### src/rtl/instr_encoder_if.sv
// Request and instruction-stream bundle of the TSC-ISA instruction encoder.
// master = request producer / word consumer, slave = the encoder.
interface instr_encoder_if;
    logic        req_valid;
    logic        req_ready;
    logic [4:0]  req_op;
    logic [1:0]  req_rs;
    logic [1:0]  req_rt;
    logic [1:0]  req_rd;
    logic [15:0] req_imm;
    logic        instr_valid;
    logic        instr_ready;
    logic [15:0] instr;
    logic        err;
    logic        halted;

    modport master (
        output req_valid, req_op, req_rs, req_rt, req_rd, req_imm, instr_ready,
        input  req_ready, instr_valid, instr, err, halted
    );

    modport slave (
        input  req_valid, req_op, req_rs, req_rt, req_rd, req_imm, instr_ready,
        output req_ready, instr_valid, instr, err, halted
    );
endinterface

### src/rtl/instr_encoder.sv
// TSC-ISA instruction encoder: symbolic requests in, packed 16-bit words out
// through a small FIFO; range-checks immediates and expands LDI into LHI+ORI.
module instr_encoder #(
    parameter int DEPTH = 4
) (
    input  logic           clk_i,
    input  logic           rst_i,
    instr_encoder_if.slave bus
);
    localparam int PW = (DEPTH > 1) ? $clog2(DEPTH) : 1;
    localparam int CW = PW + 1;
    localparam logic [CW-1:0] FULL_CNT = CW'(DEPTH);
    localparam logic [PW-1:0] PTR_ONE  = PW'(1);

    localparam logic [3:0] OP_BNE = 4'd0;
    localparam logic [3:0] OP_BEQ = 4'd1;
    localparam logic [3:0] OP_BGZ = 4'd2;
    localparam logic [3:0] OP_BLZ = 4'd3;
    localparam logic [3:0] OP_ADI = 4'd4;
    localparam logic [3:0] OP_ORI = 4'd5;
    localparam logic [3:0] OP_LHI = 4'd6;
    localparam logic [3:0] OP_LWD = 4'd7;
    localparam logic [3:0] OP_SWD = 4'd8;
    localparam logic [3:0] OP_JMP = 4'd9;
    localparam logic [3:0] OP_JAL = 4'd10;
    localparam logic [3:0] OP_ALU = 4'd15;

    localparam logic [5:0] FN_JPR = 6'd25;
    localparam logic [5:0] FN_JRL = 6'd26;
    localparam logic [5:0] FN_WWD = 6'd28;
    localparam logic [5:0] FN_HLT = 6'd29;

    typedef enum logic [1:0] {
        S_IDLE,
        S_EXPAND,
        S_HALT
    } state_e;

    state_e        state_q, state_d;
    logic [15:0]   mem_q [DEPTH];
    logic [PW-1:0] wr_ptr_q, wr_ptr_d;
    logic [PW-1:0] rd_ptr_q, rd_ptr_d;
    logic [CW-1:0] count_q, count_d;
    logic [15:0]   pend_q, pend_d;
    logic          err_q, err_d;
    logic          halted_q, halted_d;

    logic [1:0]  rs, rt, rd;
    logic [15:0] imm;
    logic        imm_s8_ok, imm_z8_ok, imm_z12_ok;
    logic [15:0] enc_word, enc_ori;
    logic        enc_ok, enc_two, enc_hlt;

    logic        fifo_full, accept, pop, push;
    logic [15:0] push_word;

    assign rs  = bus.req_rs;
    assign rt  = bus.req_rt;
    assign rd  = bus.req_rd;
    assign imm = bus.req_imm;

    // Signed fields must sign-extend from bit 7; unsigned ones must fit their width.
    assign imm_s8_ok  = (imm[15:7] == 9'h000) || (imm[15:7] == 9'h1FF);
    assign imm_z8_ok  = (imm[15:8] == 8'h00);
    assign imm_z12_ok = (imm[15:12] == 4'h0);

    always_comb begin
        enc_word = 16'h0000;
        enc_ori  = 16'h0000;
        enc_ok   = 1'b0;
        enc_two  = 1'b0;
        enc_hlt  = 1'b0;
        case (bus.req_op)
            5'd0, 5'd1, 5'd2, 5'd3, 5'd4, 5'd5, 5'd6, 5'd7: begin
                enc_word = {OP_ALU, rs, rt, rd, 3'b000, bus.req_op[2:0]};
                enc_ok   = 1'b1;
            end
            5'd8: begin
                enc_word = {OP_ADI, rs, rt, imm[7:0]};
                enc_ok   = imm_s8_ok;
            end
            5'd9: begin
                enc_word = {OP_ORI, rs, rt, imm[7:0]};
                enc_ok   = imm_z8_ok;
            end
            5'd10: begin
                enc_word = {OP_LHI, rs, rt, imm[7:0]};
                enc_ok   = imm_z8_ok;
            end
            5'd11: begin
                enc_word = {OP_LWD, rs, rt, imm[7:0]};
                enc_ok   = imm_s8_ok;
            end
            5'd12: begin
                enc_word = {OP_SWD, rs, rt, imm[7:0]};
                enc_ok   = imm_s8_ok;
            end
            5'd13: begin
                enc_word = {OP_BNE, rs, rt, imm[7:0]};
                enc_ok   = imm_s8_ok;
            end
            5'd14: begin
                enc_word = {OP_BEQ, rs, rt, imm[7:0]};
                enc_ok   = imm_s8_ok;
            end
            5'd15: begin
                enc_word = {OP_BGZ, rs, rt, imm[7:0]};
                enc_ok   = imm_s8_ok;
            end
            5'd16: begin
                enc_word = {OP_BLZ, rs, rt, imm[7:0]};
                enc_ok   = imm_s8_ok;
            end
            5'd17: begin
                enc_word = {OP_JMP, imm[11:0]};
                enc_ok   = imm_z12_ok;
            end
            5'd18: begin
                enc_word = {OP_JAL, imm[11:0]};
                enc_ok   = imm_z12_ok;
            end
            5'd19: begin
                enc_word = {OP_ALU, rs, 2'b00, 2'b00, FN_JPR};
                enc_ok   = 1'b1;
            end
            5'd20: begin
                enc_word = {OP_ALU, rs, 2'b00, 2'b00, FN_JRL};
                enc_ok   = 1'b1;
            end
            5'd21: begin
                enc_word = {OP_ALU, rs, 2'b00, 2'b00, FN_WWD};
                enc_ok   = 1'b1;
            end
            5'd22: begin
                enc_word = {OP_ALU, 2'b00, 2'b00, 2'b00, FN_HLT};
                enc_ok   = 1'b1;
                enc_hlt  = 1'b1;
            end
            5'd23: begin
                // LDI: LHI loads the high byte; ORI is skipped when the low byte is zero.
                enc_word = {OP_LHI, 2'b00, rt, imm[15:8]};
                enc_ori  = {OP_ORI, rt, rt, imm[7:0]};
                enc_ok   = 1'b1;
                enc_two  = (imm[7:0] != 8'h00);
            end
            default: begin
                enc_ok = 1'b0;
            end
        endcase
    end

    assign fifo_full     = (count_q == FULL_CNT);
    assign bus.req_ready = !rst_i && (state_q == S_IDLE) && !fifo_full;
    assign accept        = bus.req_valid && bus.req_ready;
    assign pop           = bus.instr_valid && bus.instr_ready;

    always_comb begin
        state_d   = state_q;
        pend_d    = pend_q;
        push      = 1'b0;
        push_word = enc_word;
        err_d     = 1'b0;
        halted_d  = halted_q;
        case (state_q)
            S_IDLE: begin
                if (accept) begin
                    if (!enc_ok) begin
                        err_d = 1'b1;
                    end else begin
                        push = 1'b1;
                        if (enc_two) begin
                            state_d = S_EXPAND;
                            pend_d  = enc_ori;
                        end
                        if (enc_hlt) begin
                            state_d  = S_HALT;
                            halted_d = 1'b1;
                        end
                    end
                end
            end
            S_EXPAND: begin
                // A same-cycle pop does not free a slot for this push.
                if (!fifo_full) begin
                    push      = 1'b1;
                    push_word = pend_q;
                    state_d   = S_IDLE;
                end
            end
            S_HALT: begin
                state_d = S_HALT;
            end
            default: begin
                state_d = S_IDLE;
            end
        endcase
    end

    assign wr_ptr_d = push ? wr_ptr_q + PTR_ONE : wr_ptr_q;
    assign rd_ptr_d = pop  ? rd_ptr_q + PTR_ONE : rd_ptr_q;
    assign count_d  = count_q + CW'(push) - CW'(pop);

    always_ff @(posedge clk_i or posedge rst_i) begin
        if (rst_i) begin
            state_q  <= S_IDLE;
            wr_ptr_q <= '0;
            rd_ptr_q <= '0;
            count_q  <= '0;
            pend_q   <= 16'h0000;
            err_q    <= 1'b0;
            halted_q <= 1'b0;
        end else begin
            state_q  <= state_d;
            wr_ptr_q <= wr_ptr_d;
            rd_ptr_q <= rd_ptr_d;
            count_q  <= count_d;
            pend_q   <= pend_d;
            err_q    <= err_d;
            halted_q <= halted_d;
        end
    end

    always_ff @(posedge clk_i) begin
        if (push) begin
            mem_q[wr_ptr_q] <= push_word;
        end
    end

    assign bus.instr_valid = (count_q != '0);
    assign bus.instr       = bus.instr_valid ? mem_q[rd_ptr_q] : 16'h0000;
    assign bus.err         = err_q;
    assign bus.halted      = halted_q;
endmodule

### src/flat_wrapper.sv
// flat-port wrapper written by rule: the top's interface ports become plain ports
module instr_encoder_flat 
#(
    parameter int DEPTH = 4
)
  (clk_i, rst_i, bus_req_valid, bus_req_op, bus_req_rs, bus_req_rt, bus_req_rd, bus_req_imm, bus_instr_ready, bus_req_ready, bus_instr_valid, bus_instr, bus_err, bus_halted);
  instr_encoder_if bus_i ();
  input  logic clk_i;
  input  logic rst_i;
  input wire logic [$bits(bus_i.req_valid)-1:0] bus_req_valid;
  input wire logic [$bits(bus_i.req_op)-1:0] bus_req_op;
  input wire logic [$bits(bus_i.req_rs)-1:0] bus_req_rs;
  input wire logic [$bits(bus_i.req_rt)-1:0] bus_req_rt;
  input wire logic [$bits(bus_i.req_rd)-1:0] bus_req_rd;
  input wire logic [$bits(bus_i.req_imm)-1:0] bus_req_imm;
  input wire logic [$bits(bus_i.instr_ready)-1:0] bus_instr_ready;
  output wire logic [$bits(bus_i.req_ready)-1:0] bus_req_ready;
  output wire logic [$bits(bus_i.instr_valid)-1:0] bus_instr_valid;
  output wire logic [$bits(bus_i.instr)-1:0] bus_instr;
  output wire logic [$bits(bus_i.err)-1:0] bus_err;
  output wire logic [$bits(bus_i.halted)-1:0] bus_halted;
  assign bus_i.req_valid = bus_req_valid;
  assign bus_i.req_op = bus_req_op;
  assign bus_i.req_rs = bus_req_rs;
  assign bus_i.req_rt = bus_req_rt;
  assign bus_i.req_rd = bus_req_rd;
  assign bus_i.req_imm = bus_req_imm;
  assign bus_i.instr_ready = bus_instr_ready;
  assign bus_req_ready = bus_i.req_ready;
  assign bus_instr_valid = bus_i.instr_valid;
  assign bus_instr = bus_i.instr;
  assign bus_err = bus_i.err;
  assign bus_halted = bus_i.halted;
  instr_encoder #(.DEPTH(DEPTH)) u_core (.clk_i(clk_i), .rst_i(rst_i), .bus(bus_i));
endmodule
### config.mk
export PLATFORM = sky130hd
export DESIGN_NAME = instr_encoder_flat
export DESIGN_NICKNAME = d
export VERILOG_FILES = /design/src/rtl/instr_encoder_if.sv /design/src/rtl/instr_encoder.sv /design/src/flat_wrapper.sv
export SDC_FILE = /design/constraint.sdc
export NUM_CORES = 1
export LEC_CHECK = 0
export BUFFER_PORTS_ARGS = -buffer_cell sky130_fd_sc_hd__buf_2
export CAP_MARGIN = 40
export CORE_MARGIN = 5
export CORE_UTILIZATION = 31
export DETAILED_ROUTE_END_ITERATION = 6
export PLACE_DENSITY = 0.47
export SLEW_MARGIN = 15
export SYNTH_ARGS = -nofsm -noshare
export SYNTH_HDL_FRONTEND = slang
export SYNTH_SLANG_ARGS = --single-unit
### constraint.sdc
create_clock -name clk_i -period 2.4 [get_ports clk_i]
set_clock_uncertainty 0.05 [all_clocks]
set_input_delay 0.24 -clock clk_i [delete_from_list [all_inputs] [get_ports clk_i]]
set_output_delay 0.24 -clock clk_i [all_outputs]
set_load 0.1 [all_outputs]
-- Yosys cells after proc, flatten, opt, wreduce, memory -nomap -nowiden
Memory sizes are Yosys's and may differ from the RTL's.
Cells that the tools add are included.
- register bits after elaboration: 27
- bits in latches: 0
- memory bits (writable): 64
- memory bits (read-only): 0
- input bits: 31
- output and inout bits: 20
- word-level logic and storage cells: 88
- memories: 1
- memory list (name ; depth ; width ; rd ports ; clocked after Yosys merged registers in ; write ports ; RTL line ; text):
    u_core.mem_q ; 4 ; 16 ; 1 ; 0 ; 1 ; instr_encoder.sv:40 ; logic [15:0] mem_q [DEPTH];
- $add $sub $neg: 4
- multipliers: 0
- div/mod/pow operators: 0
- $lt $le $gt $ge: 0
- eq/ne operators: 31
- shift operators: 0
- multiplexer cells: 23
- bitwise logic cells: 0
- reduce and logical (&&, ||, !) cells: 22
- operators with widths (cell ; number):
    case mux 16 bit (17 select lines) ; 1
    two-way mux 16 bit ; 3
    equality test 5 x 4 -> 1 bit (second input constant) ; 8
    equality test 5 bit (second input constant) ; 8
    equality test 5 x 3 -> 1 bit (second input constant) ; 4
    two-way mux 15 bit ; 1
    OR reduction 13 bit ; 1
    AND reduction 4 bit ; 3
    equality test 5 x 2 -> 1 bit (second input constant) ; 2
    two-way mux 1 bit ; 10
    two-way mux 2 bit ; 5
    equality test 9 bit (second input constant) ; 1
    zero test 9 bit ; 1
    zero test 8 bit ; 1
    nonzero test 8 bit ; 1
    OR reduction 8 bit ; 1
    OR reduction 7 bit ; 1
    case mux 2 bit (3 select lines) ; 1
    equality test 5 x 1 -> 1 bit (second input constant) ; 1
    zero test 5 bit ; 1
    adder 2 x 1 -> 2 bit (second input constant) ; 2
    logical AND 1 bit ; 4
    zero test 4 bit ; 1
    != test 2 x 1 -> 1 bit (second input constant) ; 2
    14 further kinds ; 16

-- Logic depth before layout (Yosys ltp)
Gate-level depths: netlist of the first run.
- word-level depth: 8
- depth in mapped cells: 10
- mapped depth without buffers: 9

-- Worst setup path after synthesis of the first run
Ideal clock, no wire load.
- path type: flip-flop to output port
- start: register u_core.count_q[2]
- end: output port bus_req_ready
- arrival: 3.397 ns
- data required time: 2.110 ns
- setup slack: -1.287 ns
- cell stages (with the launch flop): 3
- cells stage by stage: dfrtp_1 nor3b_2 nor4_1
- word-level cells in the longest chain between the ends: 3
- ends and longest elaborated chain (item ; RTL line ; text):
    from (decl) ; instr_encoder.sv:43 ; logic [CW-1:0] count_q, count_d;
    from (signal assigned) ; instr_encoder.sv:216 ; count_q <= count_d;
    equality test 3 bit ; instr_encoder.sv:152 ; assign fifo_full = (count_q == FULL_CNT);
    zero test 1 bit ; instr_encoder.sv:153 ; assign bus.req_ready = !rst_i && (state_q == S_IDLE) && !fifo_full;
    logical AND 1 bit ; instr_encoder.sv:153 ;
    to (decl) ; flat_wrapper.sv:17 ; output wire logic [$bits(bus_i.req_ready)-1:0] bus_req_ready;
Every way passes these cells.

-- Worst setup path after layout of the first run
- start: register u_core.count_q[0]
- end: register u_core.count_q[2]
- elaborated cells on any way between the ends: 11
- classes of those cells: add/sub: 2; eq/ne: 1; mux: 3; reduce/logical: 5
- RTL lines (item ; RTL line ; text):
    nonzero test 3 bit ; instr_encoder.sv:229 ; assign bus.instr_valid = (count_q != '0);
    logical AND 1 bit ; instr_encoder.sv:155 ; assign pop = bus.instr_valid && bus.instr_ready;
    named net u_core.pop ; instr_encoder.sv:54 ; logic fifo_full, accept, pop, push;
    subtractor 3 x 1 -> 3 bit ; instr_encoder.sv:201 ; assign count_d = count_q + CW'(push) - CW'(pop);
    named net u_core.count_d[2] ; instr_encoder.sv:43 ;
The timed path passes the listed nets, and every way through them passes these cells.
A chain may end at the register's enable or synchronous reset.

==> run_summary.xml, run 1 <==
<?xml version="1.0" encoding="UTF-8"?>
<metrics>
  <group name="run_status">
    <metric name="status" unit="">completed</metric>
  </group>
  <group name="logic_synthesis">
    <metric name="synth_area_leaders" unit="">edfxtp_1 (47%), dfrtp_1 (13%), mux4_2 (8.7%), and2_1 (3.3%), a21oi_1 (2.3%)</metric>
    <metric name="netlist.top_cell.by_area" unit="">edfxtp_1</metric>
    <metric name="synth.lib_cells_used.distinct" unit="">47</metric>
    <metric name="ys.warnings.count" unit="">0</metric>
    <metric name="synth.avg_cell_area" unit="um2">13.49</metric>
    <metric name="synth_sequential_area_ratio" unit="%">59.88</metric>
    <metric name="yosys.area.top_type_share" unit="%">46.55</metric>
    <metric name="post_synth_instance_area" unit="mm2">0.004129</metric>
    <metric name="synth.net_count" unit="">344</metric>
    <metric name="synthCells" unit="">306</metric>
    <metric name="yosys_register_bits" unit="">86</metric>
  </group>
  <group name="clocking">
    <metric name="worstSkewPairLatency" unit="ns">0.33</metric>
    <metric name="tritoncts.num_buffers" unit="">9</metric>
    <metric name="tritoncts" unit="">built</metric>
    <metric name="cts.path.max_buffers" unit="">2</metric>
    <metric name="clock_sinks" unit="">86</metric>
    <metric name="root_buffer" unit="">clkbuf_16</metric>
    <metric name="worst_setup_hold_path_clk_slew" unit="ns">0.07</metric>
    <metric name="cts_htree_levels" unit="">3</metric>
  </group>
  <group name="power_and_ir_drop">
    <metric name="seq_power_share" unit="%">30.4</metric>
    <metric name="power_leakage" unit="nW">2.020</metric>
    <metric name="peakVddDrop" unit="mV">0.4085</metric>
    <metric name="p_sw_share" unit="%">45.36</metric>
    <metric name="power.internal" unit="mW">3.399</metric>
    <metric name="power_per_cell_area" unit="mW/mm2">1182</metric>
    <metric name="p_comb_share" unit="%">48.7</metric>
    <metric name="power.switching" unit="mW">2.822</metric>
    <metric name="power" unit="mW">6.221</metric>
    <metric name="p_clk_share" unit="%">20.9</metric>
  </group>
  <group name="final_layout">
    <metric name="finish.cell_count_without_fillers" unit="">570</metric>
    <metric name="area_growth" unit="%">27.42</metric>
    <metric name="num-nets-final" unit="">427</metric>
    <metric name="antenna_cells" unit="">0</metric>
    <metric name="layout.filler_cells" unit="">1271</metric>
    <metric name="drive_gt1_share" unit="%">36.29</metric>
  </group>
  <group name="routing">
    <metric name="ant_nets" unit="">0</metric>
    <metric name="drt-pass1-iter-count" unit="">4</metric>
    <metric name="drcViolationCount" unit="">0</metric>
    <metric name="num_vias" unit="">2774</metric>
    <metric name="wl_per_cell" unit="um">16.74</metric>
    <metric name="avgViaCountPerCell" unit="">4.867</metric>
    <metric name="detailedRoute.firstIterationViolations" unit="">105</metric>
    <metric name="drt_wl_total" unit="mm">9.544</metric>
  </group>
  <group name="floorplanning">
    <metric name="design.core.area" unit="mm2">0.01314</metric>
    <metric name="design.die.area" unit="mm2">0.01573</metric>
    <metric name="die_h" unit="um">125.4</metric>
    <metric name="design.portCount" unit="">51</metric>
    <metric name="rows" unit="">42</metric>
    <metric name="effective_utilization_at_floorplan" unit="%">31.43</metric>
    <metric name="floorplan.die.width" unit="um">125.4</metric>
  </group>
  <group name="critical_path">
    <metric name="timing_worst_setup_path_type" unit="">flip-flop to flip-flop</metric>
    <metric name="crit_chain" unit="">or3_4 -&gt; and2_4 -&gt; ha_1 -&gt; inv_1 -&gt; ha_1 -&gt; inv_1 -&gt; fa_2 -&gt; xnor2_2 -&gt; xnor2_1</metric>
    <metric name="reg2regPathDepth" unit="">9</metric>
    <metric name="regToRegStartpoint" unit="">u_core.count_q[0]</metric>
    <metric name="crit_fanout" unit="">3</metric>
    <metric name="cp-end-kind" unit="">flip-flop</metric>
    <metric name="rr_endpoint" unit="">u_core.count_q[2]</metric>
    <metric name="worstSetupStartpoint" unit="">u_core.count_q[0]</metric>
    <metric name="required_time_worst_endpoint" unit="ns">2.60</metric>
    <metric name="crit_path_max_incr_delay" unit="ns">0.42</metric>
    <metric name="rrSetupSlack" unit="ns">0.09</metric>
    <metric name="start_kind" unit="">flip-flop</metric>
    <metric name="cp_data_arrival_time" unit="ns">2.51</metric>
    <metric name="critical_path.slowest_cell" unit="">dfrtp_1</metric>
  </group>
  <group name="sta">
    <metric name="slew-limit-headroom" unit="%">65.42</metric>
    <metric name="final-max-slew-violation-count" unit="">0</metric>
    <metric name="tightestPinTransition" unit="ns">0.5132</metric>
    <metric name="fmax" unit="MHz">433.4</metric>
    <metric name="setup_slack" unit="ns">0.09248</metric>
    <metric name="final.period_utilization" unit="%">96.15</metric>
    <metric name="final-hold-violation-count" unit="">0</metric>
    <metric name="setup_viol" unit="">0</metric>
    <metric name="final.min_clock_period" unit="ns">2.308</metric>
  </group>
  <group name="placed_design">
    <metric name="post-place-ws" unit="ns">-0.07107</metric>
    <metric name="hpwlAfterDp" unit="mm">6.741</metric>
    <metric name="port_buffers" unit="">50</metric>
    <metric name="routabilityCongestion" unit="">0.8142</metric>
    <metric name="placed_cells" unit="">550</metric>
  </group>
  <group name="min_path">
    <metric name="hold_path_sink" unit="">u_core.pend_q[11]</metric>
    <metric name="worstHoldStart" unit="">bus_req_rt[1]</metric>
    <metric name="hp_class" unit="">primary input to flip-flop</metric>
    <metric name="timing.hold.worst_path_depth" unit="">2</metric>
  </group>
  <group name="global_route">
    <metric name="number_of_global_route_vias_before_repair" unit="">2797</metric>
    <metric name="grt_first_pass_wirelength" unit="mm">15.46</metric>
    <metric name="grt_antenna_before_repair" unit="">0</metric>
    <metric name="grt_max_degree" unit="">19</metric>
    <metric name="grt-ovfl-total" unit="">0</metric>
    <metric name="grtUsageTotal" unit="%">12.49</metric>
  </group>
  <group name="flow_run">
    <metric name="max_cap_viol_count" unit="">0</metric>
  </group>
</metrics>
area by class of cell:
type                            count  area (um2)  share of cell area, %
Sequential cell                    86        2472                  46.99
Multi-Input combinational cell    194        1583                  30.08
Timing Repair Buffer               89       670.6                  12.75
Clock buffer                        9       225.2                  4.281
Tap cell                          176       220.2                  4.185
Clock inverter                      7       56.30                  1.070
Inverter                            9       33.78                 0.6421
repair_timing:
action / CTS / global route
hold buffers: 1 / 0
endpoints found under the hold margin: 5 / 0
buffers inserted: 0 / 3
setup endpoints to repair: 0 / 1
resized for setup: 0 / 5
how the worst max path moves through the flow:
stage,to,slack [ns],cells past startpoint
final,u_core.count_q[2],0.09,9
after global routing,u_core.count_q[2],-0.008,9
after CTS,u_core.count_q[2],0.04,9
after detailed placement,u_core.count_q[2],-0.07,10
after global placement,u_core.count_q[2],-0.01,10
after floorplan,bus_req_ready,-0.11,1
cells by family after synthesis:
kind of cell | count (synthesis) | share of synthesized area, %
xor gates and xnor gates | 7 | 1.485
adders and majority gates | 7 | 2.303
buffers and inverters | 26 | 2.515
AOI/OAI and AO/OA | 60 | 9.031
muxes | 27 | 11.82
and+or+nand+nor | 93 | 12.97
DFF | 86 | 59.88
routing by layer:
layer / vias up / track usage, % / share of wire (%) / wire length, um
met4: 0 / 4.273 / 1.7 / 160
met5: - / 0 / 0 / 0
met3: 13 / 2.601 / 3.7 / 356
met1: 1373 / 16.82 / 46 / 4431
met2: 71 / 20.15 / 48 / 4595
li1: 1317 / - / - / -
Yosys cell counts, drive strengths merged:
library cell and count:
a21o 1, a21boi 1, nor2 17, nand3 7, nor3b 2, xnor2 6, xor2 1, nand4 2
a32oi 1, a31oi 2, buf 6, a22oi 4, mux4 16, or3b 1, a31o 1, o22ai 3
edfxtp 64, or4 2, and2 22, o211ai 1, ha 6, and3 3, a221oi 3, o21a 1
a21oi 20, nor4 4, inv 9, a211oi 3, nor3 4, fa 1, nor2b 4, or3 1
nand2 17, mux2 11, nand2b 6, clkbuf 11, dfrtp 22, nand3b 1, o21ai 19
through the flow:
stage	utilization, %	hold WS [ns]	area [um2]	setup TNS, ns
floorplan	-	0.1792	4136	-0.1108
global placement	37.27	0.4030	4896	-0.01382
global route	40.05	0.1253	5261	-0.007565
detailed placement	37.48	0.1889	4923	-0.07107
finish	40.05	0.1257	5261	0
CTS	39.70	0.1240	5215	0
power groups by stage:
stage / combinational (mW) / sequential, mW / clock [mW]
finish: 3.03 / 1.89 / 1.30
global route: 3.22 / 1.91 / 1.41
CTS: 3.00 / 1.89 / 1.33
detailed placement: 3.00 / 1.92 / 0
global placement: 2.97 / 1.91 / 0
floorplan: 2.33 / 1.93 / 0
worst max-delay path, delay by kind of cell, from the launching register on:
family	cells	cell delay, ns
XOR/XNOR	2	0.32
adder cells (fa/ha/maj)	3	0.78
buffers and inverters	2	0.11
flip-flops	1	0.42
AND/OR/NAND/NOR	2	0.55
placed cells by master, fill, tap and decap left out, types with 2 or more instances in the layout:
cell / count
nor3_1: 3
ha_1: 6
nor2b_1: 4
nand2_1: 17
a211oi_1: 2
nand4_1: 2
buf_2: 48
a21oi_1: 19
nand2b_1: 6
clkbuf_16: 9
or4_4: 2
mux2_2: 8
nor4_1: 2
a22oi_1: 4
dfrtp_1: 22
edfxtp_1: 64
a31oi_1: 2
and3_1: 3
a221oi_1: 3
o22ai_1: 3
nand3_1: 7
inv_1: 9
mux4_2: 16
and2_1: 21
buf_4: 31
nor2_1: 17
buf_12: 8
o21ai_0: 18
mux2_1: 2
clkinv_4: 2
xnor2_1: 5
clkinvlp_4: 2
registers in the layout, summed over array words and instances, names as in the netlist:
name and flops:
u_core.state_q 2, u_core.bus.err 1, u_core.count_q 3, u_core.rd_ptr_q 2
u_core.bus.halted 1, u_core.pend_q 11, u_core.wr_ptr_q 2, u_core.mem_q 64
No activity file was read; power rests on OpenSTA's default activity.
==> run 2: changes to the inputs <==
- ABC_AREA: default -> 1
- PLACE_DENSITY: 0.47 -> 0.46
==> run_summary.xml, run 2 <==
<?xml version="1.0" encoding="UTF-8"?>
<metrics>
  <group name="run_status">
    <metric name="status" unit="">completed</metric>
  </group>
  <group name="clocking">
    <metric name="worst_setup_hold_path_clk_slew" unit="ns">0.06</metric>
    <metric name="cts_repair_resize_count" unit="">0</metric>
    <metric name="tritoncts.num_buffers" unit="">9</metric>
    <metric name="cts_htree_levels" unit="">3</metric>
    <metric name="worstSkewPairLatency" unit="ns">0.33</metric>
    <metric name="tritoncts" unit="">built</metric>
    <metric name="ctsHoldBuffers" unit="">1</metric>
    <metric name="post-cts-setup-buffer-count" unit="">0</metric>
    <metric name="cts.path.max_buffers" unit="">2</metric>
    <metric name="root_buffer" unit="">clkbuf_16</metric>
    <metric name="clock_sinks" unit="">86</metric>
  </group>
  <group name="final_layout">
    <metric name="antenna_cells" unit="">0</metric>
    <metric name="area_growth" unit="%">25.52</metric>
    <metric name="layout_commonest_cell" unit="">nor2_1</metric>
    <metric name="regMostFlops" unit="">u_core.mem_q</metric>
    <metric name="num-nets-final" unit="">568</metric>
    <metric name="drive_gt1_share" unit="%">24.30</metric>
    <metric name="largest_register_ff_count" unit="">64</metric>
    <metric name="layout.cells.most_common_list" unit="">nor2_1 (92), edfxtp_1 (64), nand2_1 (63)</metric>
    <metric name="finish.cell_count_without_fillers" unit="">715</metric>
    <metric name="reg_top3" unit="">u_core.mem_q (64), u_core.pend_q (11), u_core.count_q (3)</metric>
    <metric name="layout.filler_cells" unit="">1409</metric>
  </group>
  <group name="power_and_ir_drop">
    <metric name="power_leakage" unit="nW">2.258</metric>
    <metric name="power_per_cell_area" unit="mW/mm2">1324</metric>
    <metric name="seq_power_share" unit="%">26.3</metric>
    <metric name="power.switching" unit="mW">3.504</metric>
    <metric name="p_clk_share" unit="%">20.7</metric>
    <metric name="p_sw_share" unit="%">48.81</metric>
    <metric name="peakVddDrop" unit="mV">0.4475</metric>
    <metric name="power.internal" unit="mW">3.675</metric>
    <metric name="power" unit="mW">7.179</metric>
    <metric name="p_comb_share" unit="%">52.9</metric>
  </group>
  <group name="logic_synthesis">
    <metric name="synth.lib_cells_used.distinct" unit="">42</metric>
    <metric name="netlist.top_cell.by_area" unit="">edfxtp_1</metric>
    <metric name="synth_area_leaders" unit="">edfxtp_1 (44%), dfrtp_1 (13%), nor2_1 (8.0%), o21ai_0 (7.1%), nand2_1 (5.5%)</metric>
    <metric name="synthCells" unit="">466</metric>
    <metric name="largest_family_of_logic_cells_by_synthesized_area" unit="">simple AND/OR/NAND/NOR gates</metric>
    <metric name="synth_sequential_area_ratio" unit="%">57.24</metric>
    <metric name="synthXorXnorAreaFrac" unit="%">0.6083</metric>
    <metric name="synth_edf_count" unit="">64</metric>
    <metric name="flip_flop_cell_with_the_highest_count_after_synthesis" unit="">edfxtp_1</metric>
    <metric name="synth.avg_cell_area" unit="um2">9.269</metric>
    <metric name="post_synth_instance_area" unit="mm2">0.004319</metric>
    <metric name="synth_compound_gate_area_share" unit="%">13.33</metric>
    <metric name="synth-simple-area-share" unit="%">20.37</metric>
    <metric name="yosys.area.top_type_share" unit="%">44.50</metric>
    <metric name="yosys_register_bits" unit="">86</metric>
    <metric name="synthMostInstantiatedCell" unit="">nor2_1</metric>
    <metric name="synth.net_count" unit="">504</metric>
    <metric name="post_synth_mux_area_share" unit="%">0</metric>
    <metric name="synth-adder-area-share" unit="%">2.202</metric>
    <metric name="ys.warnings.count" unit="">0</metric>
    <metric name="asyncSetResetFlopFracSynth" unit="%">25.58</metric>
    <metric name="synth.cells.most_frequent" unit="">nor2_1 (92), edfxtp_1 (64), nand2_1 (63)</metric>
  </group>
  <group name="routing">
    <metric name="num_vias" unit="">3328</metric>
    <metric name="wl_per_cell" unit="um">15.38</metric>
    <metric name="drcViolationCount" unit="">0</metric>
    <metric name="drt_wl_total" unit="mm">10.99</metric>
    <metric name="avgViaCountPerCell" unit="">4.655</metric>
    <metric name="detailedRoute.firstIterationViolations" unit="">123</metric>
    <metric name="ant_nets" unit="">0</metric>
    <metric name="drt-pass1-iter-count" unit="">4</metric>
  </group>
  <group name="critical_path">
    <metric name="cp_data_arrival_time" unit="ns">1.85</metric>
    <metric name="cp-end-kind" unit="">output port</metric>
    <metric name="crit_fanout" unit="">16</metric>
    <metric name="regToRegStartpoint" unit="">u_core.state_q[0]</metric>
    <metric name="start_kind" unit="">flip-flop</metric>
    <metric name="timing_worst_setup_path_type" unit="">flip-flop to output port</metric>
    <metric name="rrSetupSlack" unit="ns">0.34</metric>
    <metric name="worstSetupStartpoint" unit="">u_core.rd_ptr_q[1]</metric>
    <metric name="required_time_worst_endpoint" unit="ns">2.11</metric>
  </group>
  <group name="sta">
    <metric name="hold-worst-slack" unit="ns">0.09903</metric>
    <metric name="final-hold-violation-count" unit="">0</metric>
    <metric name="final.period_utilization" unit="%">89.00</metric>
    <metric name="tightestPinTransition" unit="ns">0.6303</metric>
    <metric name="slew-limit-headroom" unit="%">57.93</metric>
    <metric name="setup_tns" unit="ns">0</metric>
    <metric name="fmax" unit="MHz">468.1</metric>
    <metric name="rsz0062_at_grt" unit="">no</metric>
    <metric name="final-max-slew-violation-count" unit="">0</metric>
    <metric name="setup_viol" unit="">0</metric>
    <metric name="final.min_clock_period" unit="ns">2.136</metric>
  </group>
  <group name="global_route">
    <metric name="grt_max_degree" unit="">27</metric>
    <metric name="grt_antenna_before_repair" unit="">0</metric>
    <metric name="grt_first_pass_wirelength" unit="mm">17.64</metric>
    <metric name="number_of_global_route_vias_before_repair" unit="">3302</metric>
    <metric name="grtUsageTotal" unit="%">13.95</metric>
    <metric name="grt-ovfl-total" unit="">0</metric>
  </group>
  <group name="floorplanning">
    <metric name="rows" unit="">43</metric>
    <metric name="floorplan.die.width" unit="um">128.0</metric>
    <metric name="design.portCount" unit="">51</metric>
    <metric name="design.die.area" unit="mm2">0.01639</metric>
    <metric name="die_h" unit="um">128.0</metric>
    <metric name="effective_utilization_at_floorplan" unit="%">31.36</metric>
    <metric name="design.core.area" unit="mm2">0.01377</metric>
  </group>
  <group name="placed_design">
    <metric name="placed_cells" unit="">698</metric>
    <metric name="hpwlAfterDp" unit="mm">7.983</metric>
    <metric name="port_buffers" unit="">50</metric>
    <metric name="routabilityCongestion" unit="">0.8696</metric>
  </group>
  <group name="flow_run">
    <metric name="max_cap_viol_count" unit="">0</metric>
  </group>
  <group name="min_path">
    <metric name="hp_class" unit="">primary input to flip-flop</metric>
    <metric name="worstHoldStart" unit="">bus_req_imm[1]</metric>
  </group>
</metrics>
## run 2: cell families after synthesis
group | Yosys count
flip-flops | 86
AO/OA/AOI/OAI | 106
adder cells (fa/ha/maj) | 7
XOR/XNOR | 3
AND/OR/NAND/NOR | 202
buffers and inverters | 62
## run 2: path summary, 6_finish.rpt
kind / depth (start not counted) / endpoint
setup reg to reg: 11 / u_core.count_q[1]
max in group asynchronous: 4 / u_core.pend_q[4]
min in group asynchronous: 4 / u_core.state_q[1]
setup / recovery: 5 / bus_instr[4]
hold / removal: 3 / u_core.pend_q[1]
hold reg to reg: 1 / u_core.bus.halted
## run 2: worst max-delay path, cell delays in order, from the launching register on
cell and delay [ns]:
dfrtp_1 0.34, inv_1 0.28, nor2_1 0.18, o21ai_0 0.09
a21oi_1 0.17, buf_2 0.46
## run 2: final cells by class
cell class | count | area [um2] | share of cell area (%)
clock buffer | 9 | 225.2 | 4.154
clock inverter | 7 | 95.09 | 1.754
timing repair buffer | 70 | 540.5 | 9.970
tap | 180 | 225.2 | 4.154
sequential | 86 | 2472 | 45.60
multi-input combinational | 318 | 1685 | 31.09
inverter | 45 | 177.7 | 3.277
## run 2: power by group through the flow
stage	clock [mW]	sequential, mW	combinational [mW]
3_5_place_dp	0	1.92	3.85
3_3_place_gp	0	1.92	3.85
6_report	1.49	1.89	3.80
2_1_floorplan	0	1.94	2.86
5_1_grt	1.58	1.91	4.08
4_1_cts	1.52	1.89	3.86
## run 2: stage by stage
step                setup WS (ns)  utilization (%)  area (um2)
finish                     0.2639            39.36        5421
global route              0.08283            39.36        5421
CTS                        0.2171            39.36        5421
detailed placement         0.2303            36.96        5091
global placement           0.1741            36.96        5091
floorplan                 -0.4008                -        4428
## run 2: routing by layer
metal	up-vias	track usage, %	routed length, um
met4	0	6.180	330
met2	71	21.63	4994
li1	1702	-	-
met5	-	0	0
met3	23	3.083	431
met1	1532	18.75	5237
==> run 3: changes to the inputs <==
==> constraint.sdc (replaced) <==
create_clock -name clk_i -period 2.4 [get_ports clk_i]
set_clock_uncertainty 0.05 [all_clocks]
set_input_delay 0.12 -clock clk_i [delete_from_list [all_inputs] [get_ports clk_i]]
set_output_delay 0.12 -clock clk_i [all_outputs]
set_load 0.1 [all_outputs]
==> run_summary.xml, run 3 (synthesis results as in run 2) <==
<?xml version="1.0" encoding="UTF-8"?>
<metrics>
  <group name="global_route">
    <metric name="number_of_global_route_vias_before_repair" unit="">3357</metric>
    <metric name="grt_first_pass_wirelength" unit="mm">17.91</metric>
    <metric name="grt_antenna_before_repair" unit="">0</metric>
    <metric name="grt-ovfl-total" unit="">0</metric>
    <metric name="grt_max_degree" unit="">34</metric>
    <metric name="grtUsageTotal" unit="%">14.15</metric>
  </group>
  <group name="final_layout">
    <metric name="antenna_cells" unit="">0</metric>
    <metric name="layout.filler_cells" unit="">1394</metric>
    <metric name="finish.cell_count_without_fillers" unit="">715</metric>
    <metric name="layout_commonest_cell" unit="">nor2_1</metric>
    <metric name="layout.cells.most_common_list" unit="">nor2_1 (92), edfxtp_1 (64), nand2_1 (63)</metric>
    <metric name="drive_gt1_share" unit="%">23.55</metric>
    <metric name="regMostFlops" unit="">u_core.mem_q</metric>
    <metric name="post-route-util" unit="%">38.79</metric>
    <metric name="num-nets-final" unit="">569</metric>
    <metric name="multi_input_comb_area" unit="mm2">0.001699</metric>
    <metric name="largest_register_ff_count" unit="">64</metric>
    <metric name="sequential_cell_area" unit="mm2">0.002472</metric>
    <metric name="reg_top3" unit="">u_core.mem_q (64), u_core.pend_q (11), u_core.count_q (3)</metric>
    <metric name="area_growth" unit="%">23.70</metric>
  </group>
  <group name="power_and_ir_drop">
    <metric name="power.internal" unit="mW">3.318</metric>
    <metric name="power_per_cell_area" unit="mW/mm2">1263</metric>
    <metric name="seq_power_share" unit="%">28.0</metric>
    <metric name="p_sw_share" unit="%">50.84</metric>
    <metric name="p_clk_share" unit="%">19.6</metric>
    <metric name="power.switching" unit="mW">3.430</metric>
    <metric name="power_leakage" unit="nW">2.219</metric>
    <metric name="peakVddDrop" unit="mV">0.5549</metric>
    <metric name="p_comb_share" unit="%">52.4</metric>
  </group>
  <group name="critical_path">
    <metric name="worstSetupStartpoint" unit="">u_core.rd_ptr_q[0]</metric>
    <metric name="crit_chain" unit="">inv_2 -&gt; o21ai_0 -&gt; a21oi_2 -&gt; buf_2</metric>
    <metric name="critical_path.slowest_cell" unit="">buf_2</metric>
    <metric name="rrSetupSlack" unit="ns">0.26</metric>
    <metric name="crit_fanout" unit="">33</metric>
    <metric name="start_kind" unit="">flip-flop</metric>
    <metric name="crit_path_max_incr_delay" unit="ns">0.45</metric>
    <metric name="cp_data_arrival_time" unit="ns">1.98</metric>
    <metric name="regToRegStartpoint" unit="">u_core.count_q[1]</metric>
    <metric name="worstPathBufferInverterCount" unit="">2</metric>
    <metric name="required_time_worst_endpoint" unit="ns">2.23</metric>
    <metric name="timing_worst_setup_path_type" unit="">flip-flop to output port</metric>
    <metric name="cp-end-kind" unit="">output port</metric>
    <metric name="critical-path-top-delay-family" unit="">buffers and inverters</metric>
  </group>
  <group name="floorplanning">
    <metric name="effective_utilization_at_floorplan" unit="%">31.36</metric>
    <metric name="rows" unit="">43</metric>
    <metric name="die_h" unit="um">128.0</metric>
    <metric name="design.portCount" unit="">51</metric>
    <metric name="design.core.area" unit="mm2">0.01377</metric>
    <metric name="design.die.area" unit="mm2">0.01639</metric>
    <metric name="floorplan.die.width" unit="um">128.0</metric>
  </group>
  <group name="routing">
    <metric name="drt_wl_total" unit="mm">11.02</metric>
    <metric name="drcViolationCount" unit="">0</metric>
    <metric name="ant_nets" unit="">0</metric>
    <metric name="wl_per_cell" unit="um">15.41</metric>
    <metric name="drt-pass1-iter-count" unit="">4</metric>
    <metric name="detailedRoute.firstIterationViolations" unit="">192</metric>
    <metric name="avgViaCountPerCell" unit="">4.724</metric>
    <metric name="num_vias" unit="">3378</metric>
  </group>
  <group name="sta">
    <metric name="final-hold-violation-count" unit="">0</metric>
    <metric name="setup_viol" unit="">0</metric>
    <metric name="final-max-slew-violation-count" unit="">0</metric>
    <metric name="slew-limit-headroom" unit="%">56.89</metric>
    <metric name="setup_tns" unit="ns">0</metric>
    <metric name="final.min_clock_period" unit="ns">2.148</metric>
    <metric name="hold-worst-slack" unit="ns">0.01048</metric>
    <metric name="tightestPinTransition" unit="ns">0.6459</metric>
    <metric name="rsz0062_at_grt" unit="">no</metric>
    <metric name="fmax" unit="MHz">465.6</metric>
    <metric name="final.period_utilization" unit="%">89.49</metric>
  </group>
  <group name="clocking">
    <metric name="tritoncts.num_buffers" unit="">9</metric>
    <metric name="clock_sinks" unit="">86</metric>
    <metric name="root_buffer" unit="">clkbuf_16</metric>
    <metric name="cts_htree_levels" unit="">3</metric>
    <metric name="cts.path.max_buffers" unit="">2</metric>
    <metric name="worst_setup_hold_path_clk_slew" unit="ns">0.06</metric>
    <metric name="tritoncts" unit="">built</metric>
    <metric name="worstSkewPairLatency" unit="ns">0.34</metric>
  </group>
  <group name="min_path">
    <metric name="worstHoldStart" unit="">bus_req_imm[6]</metric>
    <metric name="hp_class" unit="">primary input to flip-flop</metric>
  </group>
  <group name="placed_design">
    <metric name="placed_cells" unit="">696</metric>
    <metric name="port_buffers" unit="">50</metric>
    <metric name="hpwlAfterDp" unit="mm">7.987</metric>
    <metric name="routabilityCongestion" unit="">0.9516</metric>
  </group>
  <group name="run_status">
    <metric name="status" unit="">completed</metric>
  </group>
  <group name="flow_run">
    <metric name="max_cap_viol_count" unit="">0</metric>
  </group>
</metrics>
-- run 3: cell types whose count changed in the layout (fill, tap and decap cells not counted), sizes merged --
cell         change
dlygate4sd3      +3
inv              -2
clkinv           +1
clkbuf           +1
buf              -2
bufinv           -1
-- run 3: final cells by class --
cell class                 count  area share (%)
clock buffer                  10           4.286
sequential                    86           46.28
timing repair buffer          71           9.133
multi-input combinational    318           31.80
tap                          180           4.215
clock inverter                 5          0.9602
inverter                      45           3.326
-- run 3: final timing paths --
kind                       cells past startpoint                 end
setup / recovery                               4       bus_instr[12]
hold / removal                                 3    u_core.pend_q[6]
setup reg to reg                               8  u_core.mem_q[3][0]
hold reg to reg                                1   u_core.pend_q[12]
max in group asynchronous                      4    u_core.pend_q[4]
min in group asynchronous                      3   u_core.state_q[0]
-- run 3: metal layers --
layer	share of wire, %	up-vias	global-route usage (%)
met5	0	-	0
met4	2.3	0	5.868
met3	3.7	19	2.208
met2	47	79	23.26
met1	47	1583	18.61
li1	-	1697	-
-- run 3: worst register-to-register path, cell delays in order, from the launching register on --
cell and delay, ns:
dfrtp_1 0.45, inv_2 0.07, nand2_1 0.05, nor2_2 0.20
nor2_2 0.12, inv_1 0.34, buf_4 0.28, o21ai_0 0.15
buf_4 0.18
-- run 3: power by group through the flow --
| stage | logic (mW) | registers, mW | clock network (mW) |
|---|---|---|---|
| floorplan | 2.87 | 1.94 | 0 |
| global placement | 3.56 | 1.92 | 0 |
| detailed placement | 3.58 | 1.92 | 0 |
| CTS | 3.59 | 1.89 | 1.35 |
| global route | 3.80 | 1.91 | 1.41 |
| finish | 3.53 | 1.89 | 1.32 |
-- run 3: per-stage QoR --
step                      power (mW)  setup WS [ns]  cell area (um2)
after floorplan                4.812        -0.3695             4442
after global placement         5.474         0.2537             4995
after detailed placement       5.498         0.2287             5022
after CTS                      6.832         0.1862             5343
after global routing           7.123        0.06064             5343
final                          6.748         0.2523             5343
-- run 3: what timing repair did --
action,in CTS,in global routing
hold buffers,4,0
buffers inserted,0,0
gates resized for setup,0,0
endpoints found under the hold margin,11,0
